File: config.mk
export PLATFORM = sky130hd
export DESIGN_NAME = cmp_share_arbiter_flat
export DESIGN_NICKNAME = d
export VERILOG_FILES = /design/src/rtl/cmp_share_arbiter_if.sv /design/src/rtl/cmp_share_arbiter.sv /design/src/flat_wrapper.sv
export SDC_FILE = /design/constraint.sdc
export NUM_CORES = 1
export LEC_CHECK = 0
export CORE_MARGIN = 2
export CORE_UTILIZATION = 30
export CTS_CLUSTER_DIAMETER = 150
export DETAILED_ROUTE_END_ITERATION = 12
export PLACE_DENSITY = 0.67
export SLEW_MARGIN = 20
export SYNTH_ARGS = -nofsm -noshare
export SYNTH_HDL_FRONTEND = slang
export SYNTH_SLANG_ARGS = --single-unit
File: constraint.sdc
create_clock -name clk -period 6.4 [get_ports clk]
set_clock_uncertainty 0.05 [all_clocks]
set_input_delay 0.64 -clock clk [delete_from_list [all_inputs] [get_ports clk]]
set_output_delay 0.64 -clock clk [all_outputs]
set_load 0.01 [all_outputs]
File: src/rtl/cmp_share_arbiter_if.sv
// cmp_share_arbiter_if: request/grant operand bus and valid/ready result bus
// shared between NREQ client blocks and the compare arbiter.
// master = client side, slave = arbiter side.
interface cmp_share_arbiter_if #(
  parameter int NREQ  = 4,
  parameter int WIDTH = 4
);
  localparam int IDW = (NREQ > 1) ? $clog2(NREQ) : 1;

  logic [NREQ-1:0]       req;
  logic [NREQ*WIDTH-1:0] a_in;
  logic [NREQ*WIDTH-1:0] b_in;
  logic [NREQ-1:0]       gnt;
  logic                  busy;
  logic                  rsp_valid;
  logic                  rsp_ready;
  logic [IDW-1:0]        rsp_id;
  logic                  equal;
  logic                  greater;
  logic                  lower;

  modport master (
    output req, a_in, b_in, rsp_ready,
    input  gnt, busy, rsp_valid, rsp_id, equal, greater, lower
  );

  modport slave (
    input  req, a_in, b_in, rsp_ready,
    output gnt, busy, rsp_valid, rsp_id, equal, greater, lower
  );
endinterface

File: src/rtl/cmp_share_arbiter.sv
// cmp_share_arbiter: one registered unsigned magnitude comparator shared
// round-robin between NREQ requesters. One compare in flight at a time:
// IDLE (grant + operand capture) -> CMP (flags registered) -> RESP (hold
// result until rsp_ready). All outputs come straight from registers.
// Optional feature: define CMP_SHARE_STATS_EN to add the saturating 16-bit
// cmp_count output counting accepted results.
module cmp_share_arbiter #(
  parameter int NREQ  = 4,
  parameter int WIDTH = 4
) (
  input  logic               clk,
  input  logic               rst,
  cmp_share_arbiter_if.slave bus
`ifdef CMP_SHARE_STATS_EN
  ,
  output logic [15:0]        cmp_count
`endif
);
  localparam int IDW = (NREQ > 1) ? $clog2(NREQ) : 1;

  localparam logic [1:0] S_IDLE = 2'd0;
  localparam logic [1:0] S_CMP  = 2'd1;
  localparam logic [1:0] S_RESP = 2'd2;

  logic [1:0]       r_state;
  logic [IDW-1:0]   r_rrPtr;
  logic [IDW-1:0]   r_curId;
  logic [IDW-1:0]   r_rspId;
  logic [NREQ-1:0]  r_gnt;
  logic [WIDTH-1:0] r_opA;
  logic [WIDTH-1:0] r_opB;
  logic             r_busy;
  logic             r_rspValid;
  logic             r_equal;
  logic             r_greater;
  logic             r_lower;

  logic             w_found;
  logic [IDW-1:0]   w_pick;
  logic [IDW-1:0]   w_cand;
  logic [IDW-1:0]   w_nextPtr;
  logic [NREQ-1:0]  w_gntVec;
  logic [WIDTH-1:0] w_selA;
  logic [WIDTH-1:0] w_selB;

  // Round-robin search: first requester at or after the pointer, wrapping.
  always_comb begin
    w_found = 1'b0;
    w_pick  = '0;
    w_cand  = '0;
    for (int k = 0; k < NREQ; k++) begin
      w_cand = IDW'((int'(r_rrPtr) + k) % NREQ);
      if (!w_found && bus.req[w_cand]) begin
        w_found = 1'b1;
        w_pick  = w_cand;
      end
    end
  end

  // Decode the winner into a one-hot grant and mux out its operand slices.
  always_comb begin
    w_gntVec  = '0;
    w_selA    = '0;
    w_selB    = '0;
    w_nextPtr = (w_pick == IDW'(NREQ - 1)) ? '0 : w_pick + IDW'(1);
    for (int i = 0; i < NREQ; i++) begin
      w_gntVec[i] = w_found && (w_pick == IDW'(i));
      if (w_pick == IDW'(i)) begin
        w_selA = bus.a_in[i*WIDTH +: WIDTH];
        w_selB = bus.b_in[i*WIDTH +: WIDTH];
      end
    end
  end

  // Main sequencer: grant/capture, compare, then hold the result for the consumer.
  always_ff @(posedge clk or posedge rst) begin
    if (rst) begin
      r_state    <= S_IDLE;
      r_rrPtr    <= '0;
      r_curId    <= '0;
      r_rspId    <= '0;
      r_gnt      <= '0;
      r_opA      <= '0;
      r_opB      <= '0;
      r_busy     <= 1'b0;
      r_rspValid <= 1'b0;
      r_equal    <= 1'b0;
      r_greater  <= 1'b0;
      r_lower    <= 1'b0;
    end else begin
      case (r_state)
        S_IDLE: begin
          r_gnt <= w_gntVec;
          if (w_found) begin
            r_opA   <= w_selA;
            r_opB   <= w_selB;
            r_curId <= w_pick;
            r_rrPtr <= w_nextPtr;
            r_busy  <= 1'b1;
            r_state <= S_CMP;
          end
        end
        S_CMP: begin
          r_gnt      <= '0;
          r_equal    <= (r_opA == r_opB);
          r_greater  <= (r_opA >  r_opB);
          r_lower    <= (r_opA <  r_opB);
          r_rspId    <= r_curId;
          r_rspValid <= 1'b1;
          r_state    <= S_RESP;
        end
        S_RESP: begin
          if (bus.rsp_ready) begin
            r_rspValid <= 1'b0;
            r_busy     <= 1'b0;
            r_state    <= S_IDLE;
          end
        end
        default: begin
          r_gnt      <= '0;
          r_busy     <= 1'b0;
          r_rspValid <= 1'b0;
          r_state    <= S_IDLE;
        end
      endcase
    end
  end

  assign bus.gnt       = r_gnt;
  assign bus.busy      = r_busy;
  assign bus.rsp_valid = r_rspValid;
  assign bus.rsp_id    = r_rspId;
  assign bus.equal     = r_equal;
  assign bus.greater   = r_greater;
  assign bus.lower     = r_lower;

`ifdef CMP_SHARE_STATS_EN
  logic [15:0] r_cmpCount;

  // Count accepted results, sticking at all-ones instead of wrapping.
  always_ff @(posedge clk or posedge rst) begin
    if (rst) begin
      r_cmpCount <= '0;
    end else if (r_rspValid && bus.rsp_ready && (r_cmpCount != 16'hFFFF)) begin
      r_cmpCount <= r_cmpCount + 16'd1;
    end
  end

  assign cmp_count = r_cmpCount;
`endif
endmodule
File: src/flat_wrapper.sv
// flat-port wrapper written by rule: the top's interface ports become plain ports
module cmp_share_arbiter_flat 
#(
  parameter int NREQ  = 4,
  parameter int WIDTH = 4
)
  (clk, rst, bus_req, bus_a_in, bus_b_in, bus_rsp_ready, bus_gnt, bus_busy, bus_rsp_valid, bus_rsp_id, bus_equal, bus_greater, bus_lower);
  cmp_share_arbiter_if #(.NREQ(NREQ), .WIDTH(WIDTH)) bus_i ();
  input  logic clk;
  input  logic rst;
  input wire logic [$bits(bus_i.req)-1:0] bus_req;
  input wire logic [$bits(bus_i.a_in)-1:0] bus_a_in;
  input wire logic [$bits(bus_i.b_in)-1:0] bus_b_in;
  input wire logic [$bits(bus_i.rsp_ready)-1:0] bus_rsp_ready;
  output wire logic [$bits(bus_i.gnt)-1:0] bus_gnt;
  output wire logic [$bits(bus_i.busy)-1:0] bus_busy;
  output wire logic [$bits(bus_i.rsp_valid)-1:0] bus_rsp_valid;
  output wire logic [$bits(bus_i.rsp_id)-1:0] bus_rsp_id;
  output wire logic [$bits(bus_i.equal)-1:0] bus_equal;
  output wire logic [$bits(bus_i.greater)-1:0] bus_greater;
  output wire logic [$bits(bus_i.lower)-1:0] bus_lower;
  assign bus_i.req = bus_req;
  assign bus_i.a_in = bus_a_in;
  assign bus_i.b_in = bus_b_in;
  assign bus_i.rsp_ready = bus_rsp_ready;
  assign bus_gnt = bus_i.gnt;
  assign bus_busy = bus_i.busy;
  assign bus_rsp_valid = bus_i.rsp_valid;
  assign bus_rsp_id = bus_i.rsp_id;
  assign bus_equal = bus_i.equal;
  assign bus_greater = bus_i.greater;
  assign bus_lower = bus_i.lower;
  cmp_share_arbiter #(.NREQ(NREQ), .WIDTH(WIDTH)) u_core (.clk(clk), .rst(rst), .bus(bus_i));
endmodule
* After elaboration in Yosys (flattened, before gate mapping)
Cells that the tools add are included.
** Word-level totals
- Register bits after elaboration :: 25
- Input port bits :: 39
- Output and inout port bits :: 11
- Word-level logic and storage cells :: 81
** Cells by class
- $add $sub $neg :: 4
- Order comparisons :: 6
- Equal/unequal tests :: 8
- Multiplexer cells :: 33
- Bitwise operators :: 2
- Reduce and logical (&&, ||, !) cells :: 16
** Operators by type and width (number)
- two-way mux 4 bit :: 8
- two-way mux 2 bit :: 7
- < comparator 2 x 3 -> 1 bit, second input constant :: 4
- two-way mux 1 bit :: 10
- binary-select mux 1 bit (select 2 bit) :: 4
- one-hot mux 4 bit (2 select lines) :: 1
- logical AND 1 bit :: 7
- equality test 2 bit, second input constant :: 3
- one-hot mux 1 bit (3 select lines) :: 2
- one-hot mux 2 bit (3 select lines) :: 1
- AND reduction 2 bit :: 3
- adder 2 x 1 -> 2 bit, second input constant :: 2
- adder 2 bit, second input constant :: 2
- equality test 2 x 1 -> 1 bit, second input constant :: 2
- equality test 4 bit :: 1
- > comparator 4 bit :: 1
- logical NOT 2 bit :: 2
- < comparator 4 bit :: 1
- logical NOT 1 bit :: 3
- AND reduction 3 bit :: 1
- != test 2 x 1 -> 1 bit, second input constant :: 1
- != test 2 bit, second input constant :: 1
- inverter 1 bit :: 2

* Longest topological paths before layout
- Word-level depth :: 17
- Mapped depth :: 11
- Mapped depth without buffers :: 9

* Worst setup path after synthesis
No wires, ideal clock.
- Path kind :: input to register
- Start point :: input port bus_req[1]
- End point :: register u_core.r_opA[3]
- Library setup time :: 0.124 ns
- Arrival :: 2.318 ns
- Data required time :: 6.226 ns
- Slack :: 3.908 ns
- Stages on the path :: 11
- Path buffers :: 2
- Path through :: nand2b_1 > a21oi_1 > o32ai_1 > inv_1 > ha_1 > buf_2 > clkbuf_1 > a21oi_1 > o21ai_0 > a221oi_2 > nor2_1
** Between the ends
- Longest elaborated chain between the ends :: 17
- Elaborated cells between the ends (all ways) :: 31
- Those cells by class :: eq/ne (3); mux (20); reduce/logical (8)
** Ends and longest elaborated chain
- start, declared :: line flat_wrapper.sv:11 : input wire logic [$bits(bus_i.req)-1:0] bus_req;
- binary-select mux 1 bit (select 2 bit) :: line cmp_share_arbiter.sv:53 : if (!w_found && bus.req[w_cand]) begin
- two-way mux 1 bit (implied by the code) :: line cmp_share_arbiter.sv:53
- two-way mux 1 bit :: line cmp_share_arbiter.sv:53
- logical NOT 1 bit :: line cmp_share_arbiter.sv:53
- logical AND 1 bit :: line cmp_share_arbiter.sv:53
- two-way mux 1 bit :: line cmp_share_arbiter.sv:53
- logical NOT 1 bit :: line cmp_share_arbiter.sv:53
- logical AND 1 bit :: line cmp_share_arbiter.sv:53
- two-way mux 1 bit :: line cmp_share_arbiter.sv:53
- logical NOT 1 bit :: line cmp_share_arbiter.sv:53
- logical AND 1 bit :: line cmp_share_arbiter.sv:53
- two-way mux 2 bit * :: line cmp_share_arbiter.sv:53
- net u_core.w_pick[1] :: line cmp_share_arbiter.sv:39 : logic [IDW-1:0] w_pick;
- logical NOT 2 bit :: line cmp_share_arbiter.sv:68 : if (w_pick == IDW'(i)) begin
- two-way mux 4 bit (3 in series) :: line cmp_share_arbiter.sv:68
- two-way mux 4 bit * :: line cmp_share_arbiter.sv:68
- end signal, assigned :: line cmp_share_arbiter.sv:95 : r_opA <= w_selA;
- end, declared :: line cmp_share_arbiter.sv:30 : logic [WIDTH-1:0] r_opA;
Mark *: on every way through the listed nets, which the timed path passes. The rest lies on a longest branch. The select of a mux whose other input is x is not followed.
A chain may end at the register's enable or synchronous reset.

* Final worst setup path
- Start point :: input port bus_req[1]
- End point :: register u_core.r_opB[1]
** Between the ends
- Longest elaborated chain between the ends :: 17
- Elaborated cells between the ends (all ways) :: 31
- Those cells by class :: eq/ne (3); mux (20); reduce/logical (8)
** Ends and longest elaborated chain
- binary-select mux 1 bit (select 2 bit) :: line cmp_share_arbiter.sv:53
- two-way mux 1 bit (implied by the code) :: line cmp_share_arbiter.sv:53
- two-way mux 1 bit :: line cmp_share_arbiter.sv:53
- logical NOT 1 bit :: line cmp_share_arbiter.sv:53
- logical AND 1 bit :: line cmp_share_arbiter.sv:53
- two-way mux 1 bit :: line cmp_share_arbiter.sv:53
- logical NOT 1 bit :: line cmp_share_arbiter.sv:53
- logical AND 1 bit :: line cmp_share_arbiter.sv:53
- two-way mux 1 bit :: line cmp_share_arbiter.sv:53
- logical NOT 1 bit :: line cmp_share_arbiter.sv:53
- logical AND 1 bit :: line cmp_share_arbiter.sv:53
- two-way mux 2 bit * :: line cmp_share_arbiter.sv:53
- net u_core.w_pick[1] :: line cmp_share_arbiter.sv:39
- logical NOT 2 bit :: line cmp_share_arbiter.sv:68
- two-way mux 4 bit (3 in series) :: line cmp_share_arbiter.sv:68
- two-way mux 4 bit * :: line cmp_share_arbiter.sv:68
- end signal, assigned :: line cmp_share_arbiter.sv:96 : r_opB <= w_selB;
- end, declared :: line cmp_share_arbiter.sv:31 : logic [WIDTH-1:0] r_opB;
Marks and branches as above.

==> run metrics <==
status=finished clean; post-DR vias/cell=5.01; Final Core Density=42.3%; RR Endpoint=u_core.r_opB[1]$_DFFE_PP0P_; internal power=494 uW; antenna cells=0; CP delay by family, top=compound AO/OA/AOI/OAI gates; Hold Path Class=reg -> reg; Filler cells=489; routed vias=1307; drt total wl=3390 um; clock sink total=25; worst reg2reg path depth=8; initial core utilization=30.8%; First DRT Iteration DRCs=56; crit-path cells=clkdlybuf4s50_1 -> nand2b_1 -> a21oi_1 -> o32ai_1 -> inv_1 -> ha_1 -> a21oi_1 -> o21ai_0 -> a221oi_1 -> a21oi_1; post-synth top area cell=dfrtp_1; Post-DP HPWL=2550 um; global placer's final weighted congestion=0.750; share of total power in combinational logic=54.1%; post-synthesis cell count=166; area share of the leading cell type in the synthesized netlist=43.6%; CP bufs+invs=2; Tcrit/Tclk final=47.7%; Max-Cap Viols=0; syn nets=213; first-pass GRT wire length=5670 um; number of global-route vias before repair=1209; crit end category=register; Top Ports=50; iteration count of the initial detailed-routing pass=4; fin nets=255; Synth Warn #=0; grt met3 use=1.24%; Worst Setup Path Type=in -> reg; sequential group share of total power=34.5%; Switching Fraction=41.2%; minimum clock period=3.05 ns; deepest clock path buffer count=2; register clock-pin slew on the reported worst setup and hold paths=0.09 ns; Worst Tran Pin Value=0.946 ns; slowest CP cell=clkdlybuf4s50_1; cell area after synthesis=1440 um^2; CTS Root Buffer Type=clkbuf_8; total negative slack=0 ns; H-tree depth=1; Post-CTS Resized=0; Post-CTS Setup Bufs=0; die area=5360 um^2; Slew HR=36.9%; IO buf count=49; All-Layer GR Usage=13.6%; CTS tree=built; Finish-stage setup viols=0; Leak Pwr=0.865 nW; reg-to-reg setup timing slack=3.96 ns; gr ovfl total=0; hold depth=2; Slew Viols, Final=0; most numerous cell on the critical path=a21oi_1; share of cells above drive strength 1=4.35%; area growth from synthesis to layout=37.1%; hold wc startpoint=u_core.bus.lower$_DFFE_PP0P_; P_sw=346 uW; RR Startpoint=u_core.r_rrPtr[1]$_DFFE_PP0P_; GRT Max-Usage Layer=met1; Row Count=25; Die X=73.2 um; Seq cells post-synth=25; Pwr Density=427 nW/um^2; Residual DRC=0; Worst Setup Start Kind=input pin; largest net degree at the start of global routing=26; Unique masters post-synth=26; RSZ-0062 raised after global routing=false; crit path DAT=3.14 ns; worst skew pair latency=0.27 ns; Worst EP required=6.49 ns; ANT nets after route=0; Die Y-Extent=73.2 um; CP Max Fanout=17; CORE AREA=4660 um^2; largest cells by area after synthesis=dfrtp_1, a21oi_1, ha_1; GRT met1 Usage=20.2%; WHS Endpoint=u_core.bus.lower$_DFFE_PP0P_; syn_area_per_cell=8.65 um^2; initial antenna violation count=0; final hold violations=0; DR WL/cell=13.0 um; largest stage delay on the critical path=0.54 ns; met2 Use GR=19.3%; cts hold-fix bufs=0; Worst VDD drop=0.000133 V; fmax=328 MHz; clock share of power=11.4%; sequential-to-total area share from yosys stat=43.6%; Inserted Clock Buffers=3
layout make-up:
cell class | instances | area [um^2] | area share (%)
Multi-Input combinational cell | 112 | 676 | 34.3
Sequential cell | 25 | 626 | 31.8
Timing Repair Buffer | 49 | 490 | 24.9
Tap cell | 54 | 67.6 | 3.43
Inverter | 17 | 63.8 | 3.24
Clock buffer | 3 | 41.3 | 2.10
Clock inverter | 1 | 5.00 | 0.254
cell families after synthesis:
logic type	Yosys count	synth area share, %
AO/OA/AOI/OAI	57	24.8
adder cells (fa/ha/maj)	8	6.97
buffers and inverters	29	9.41
flip-flops	25	43.6
multiplexers	2	1.57
AND/OR/NAND/NOR	45	13.7
worst reg2reg max path, cell delays in order (launching register included):
cell and delay, ns:
dfrtp_1 0.41, a21oi_1 0.08, o32ai_1 0.50, inv_1 0.14, ha_1 0.43, a21oi_1 0.20, o21ai_0 0.11, a221oi_1 0.31
a21oi_1 0.07
cells in the mapped netlist:
cell type / count
nand2_1: 17
a221oi_1: 6
inv_2: 1
ha_1: 8
inv_1: 16
a221oi_2: 2
buf_6: 3
a21oi_1: 25
nor4_1: 1
a22oi_1: 4
nand4_1: 1
nor2b_1: 4
mux2_2: 2
dfrtp_1: 25
o21ai_0: 14
clkbuf_1: 6
nand2b_1: 2
nor2_1: 17
buf_2: 3
a21o_1: 1
or3_1: 1
o21a_1: 2
a22o_1: 2
nor3_1: 1
nor3b_1: 1
o32ai_1: 1
layout by cell type, fill, tap and decap left out:
cell | synthesis | routed
o21ai_0 | 14 | 14
nor2b_1 | 4 | 4
clkbuf_8 | 0 | 3
mux2_2 | 2 | 2
nand4_1 | 1 | 1
a221oi_1 | 6 | 6
nor4_1 | 1 | 1
o32ai_1 | 1 | 1
a22o_1 | 2 | 2
nand2_1 | 17 | 17
a21oi_1 | 25 | 25
clkdlybuf4s50_1 | 0 | 49
dfrtp_1 | 25 | 25
nor3b_1 | 1 | 1
nand2b_1 | 2 | 2
a21o_1 | 1 | 1
or3_1 | 1 | 1
a221oi_2 | 2 | 2
a22oi_1 | 4 | 4
ha_1 | 8 | 8
o21a_1 | 2 | 2
nor2_1 | 17 | 17
inv_1 | 16 | 16
inv_2 | 1 | 1
clkinv_2 | 0 | 1
nor3_1 | 1 | 1
how the worst max path moves through the flow:
stage	from	slack (ns)	end	cells after the start
6_report	bus_req[1]	3.35	u_core.r_opB[1]$_DFFE_PP0P_	10
5_1_grt	bus_req[1]	3.13	u_core.r_opB[1]$_DFFE_PP0P_	10
4_1_cts	bus_req[1]	3.35	u_core.r_opB[0]$_DFFE_PP0P_	10
3_5_place_dp	bus_req[1]	3.06	u_core.r_opB[0]$_DFFE_PP0P_	10
3_3_place_gp	bus_req[1]	3.21	u_core.r_opB[1]$_DFFE_PP0P_	10
2_1_floorplan	bus_req[1]	3.91	u_core.r_opA[3]$_DFFE_PP0P_	11
per-stage QoR:
stage	worst slack, ns	cells	instance area, um^2	hold slack (ns)	total power [mW]
2_1_floorplan	3.91	166	1440	0.395	0.616
3_3_place_gp	3.21	257	1920	0.414	0.742
3_5_place_dp	3.06	257	1920	0.427	0.755
4_1_cts	3.35	261	1970	0.447	0.850
5_1_grt	3.13	261	1970	0.451	0.929
6_report	3.35	261	1970	0.436	0.840
registers in the layout (all words and copies together) (netlist names):
| signal | flops |
|---|---|
| u_core.bus.busy | 1 |
| u_core.bus.equal | 1 |
| u_core.bus.gnt | 4 |
| u_core.bus.greater | 1 |
| u_core.bus.lower | 1 |
| u_core.bus.rsp_id | 2 |
| u_core.bus.rsp_valid | 1 |
| u_core.r_curId | 2 |
| u_core.r_opA | 4 |
| u_core.r_opB | 4 |
| u_core.r_rrPtr | 2 |
| u_core.r_state | 2 |
layer usage:
metal / vias to the layer above / share of wire, %
met2: 42 / 45
met1: 607 / 47
li1: 651 / -
met3: 7 / 4.7
met4: 0 / 2.8
met5: - / 0
power groups by stage:
stage | Combinational, mW | Clock, mW | Sequential [mW]
5_1_grt | 0.525 | 0.103 | 0.301
3_5_place_dp | 0.460 | 0 | 0.295
2_1_floorplan | 0.331 | 0 | 0.285
4_1_cts | 0.461 | 0.0973 | 0.292
6_report | 0.455 | 0.0956 | 0.290
3_3_place_gp | 0.450 | 0 | 0.293
No activity file was read; power rests on OpenSTA's default activity.
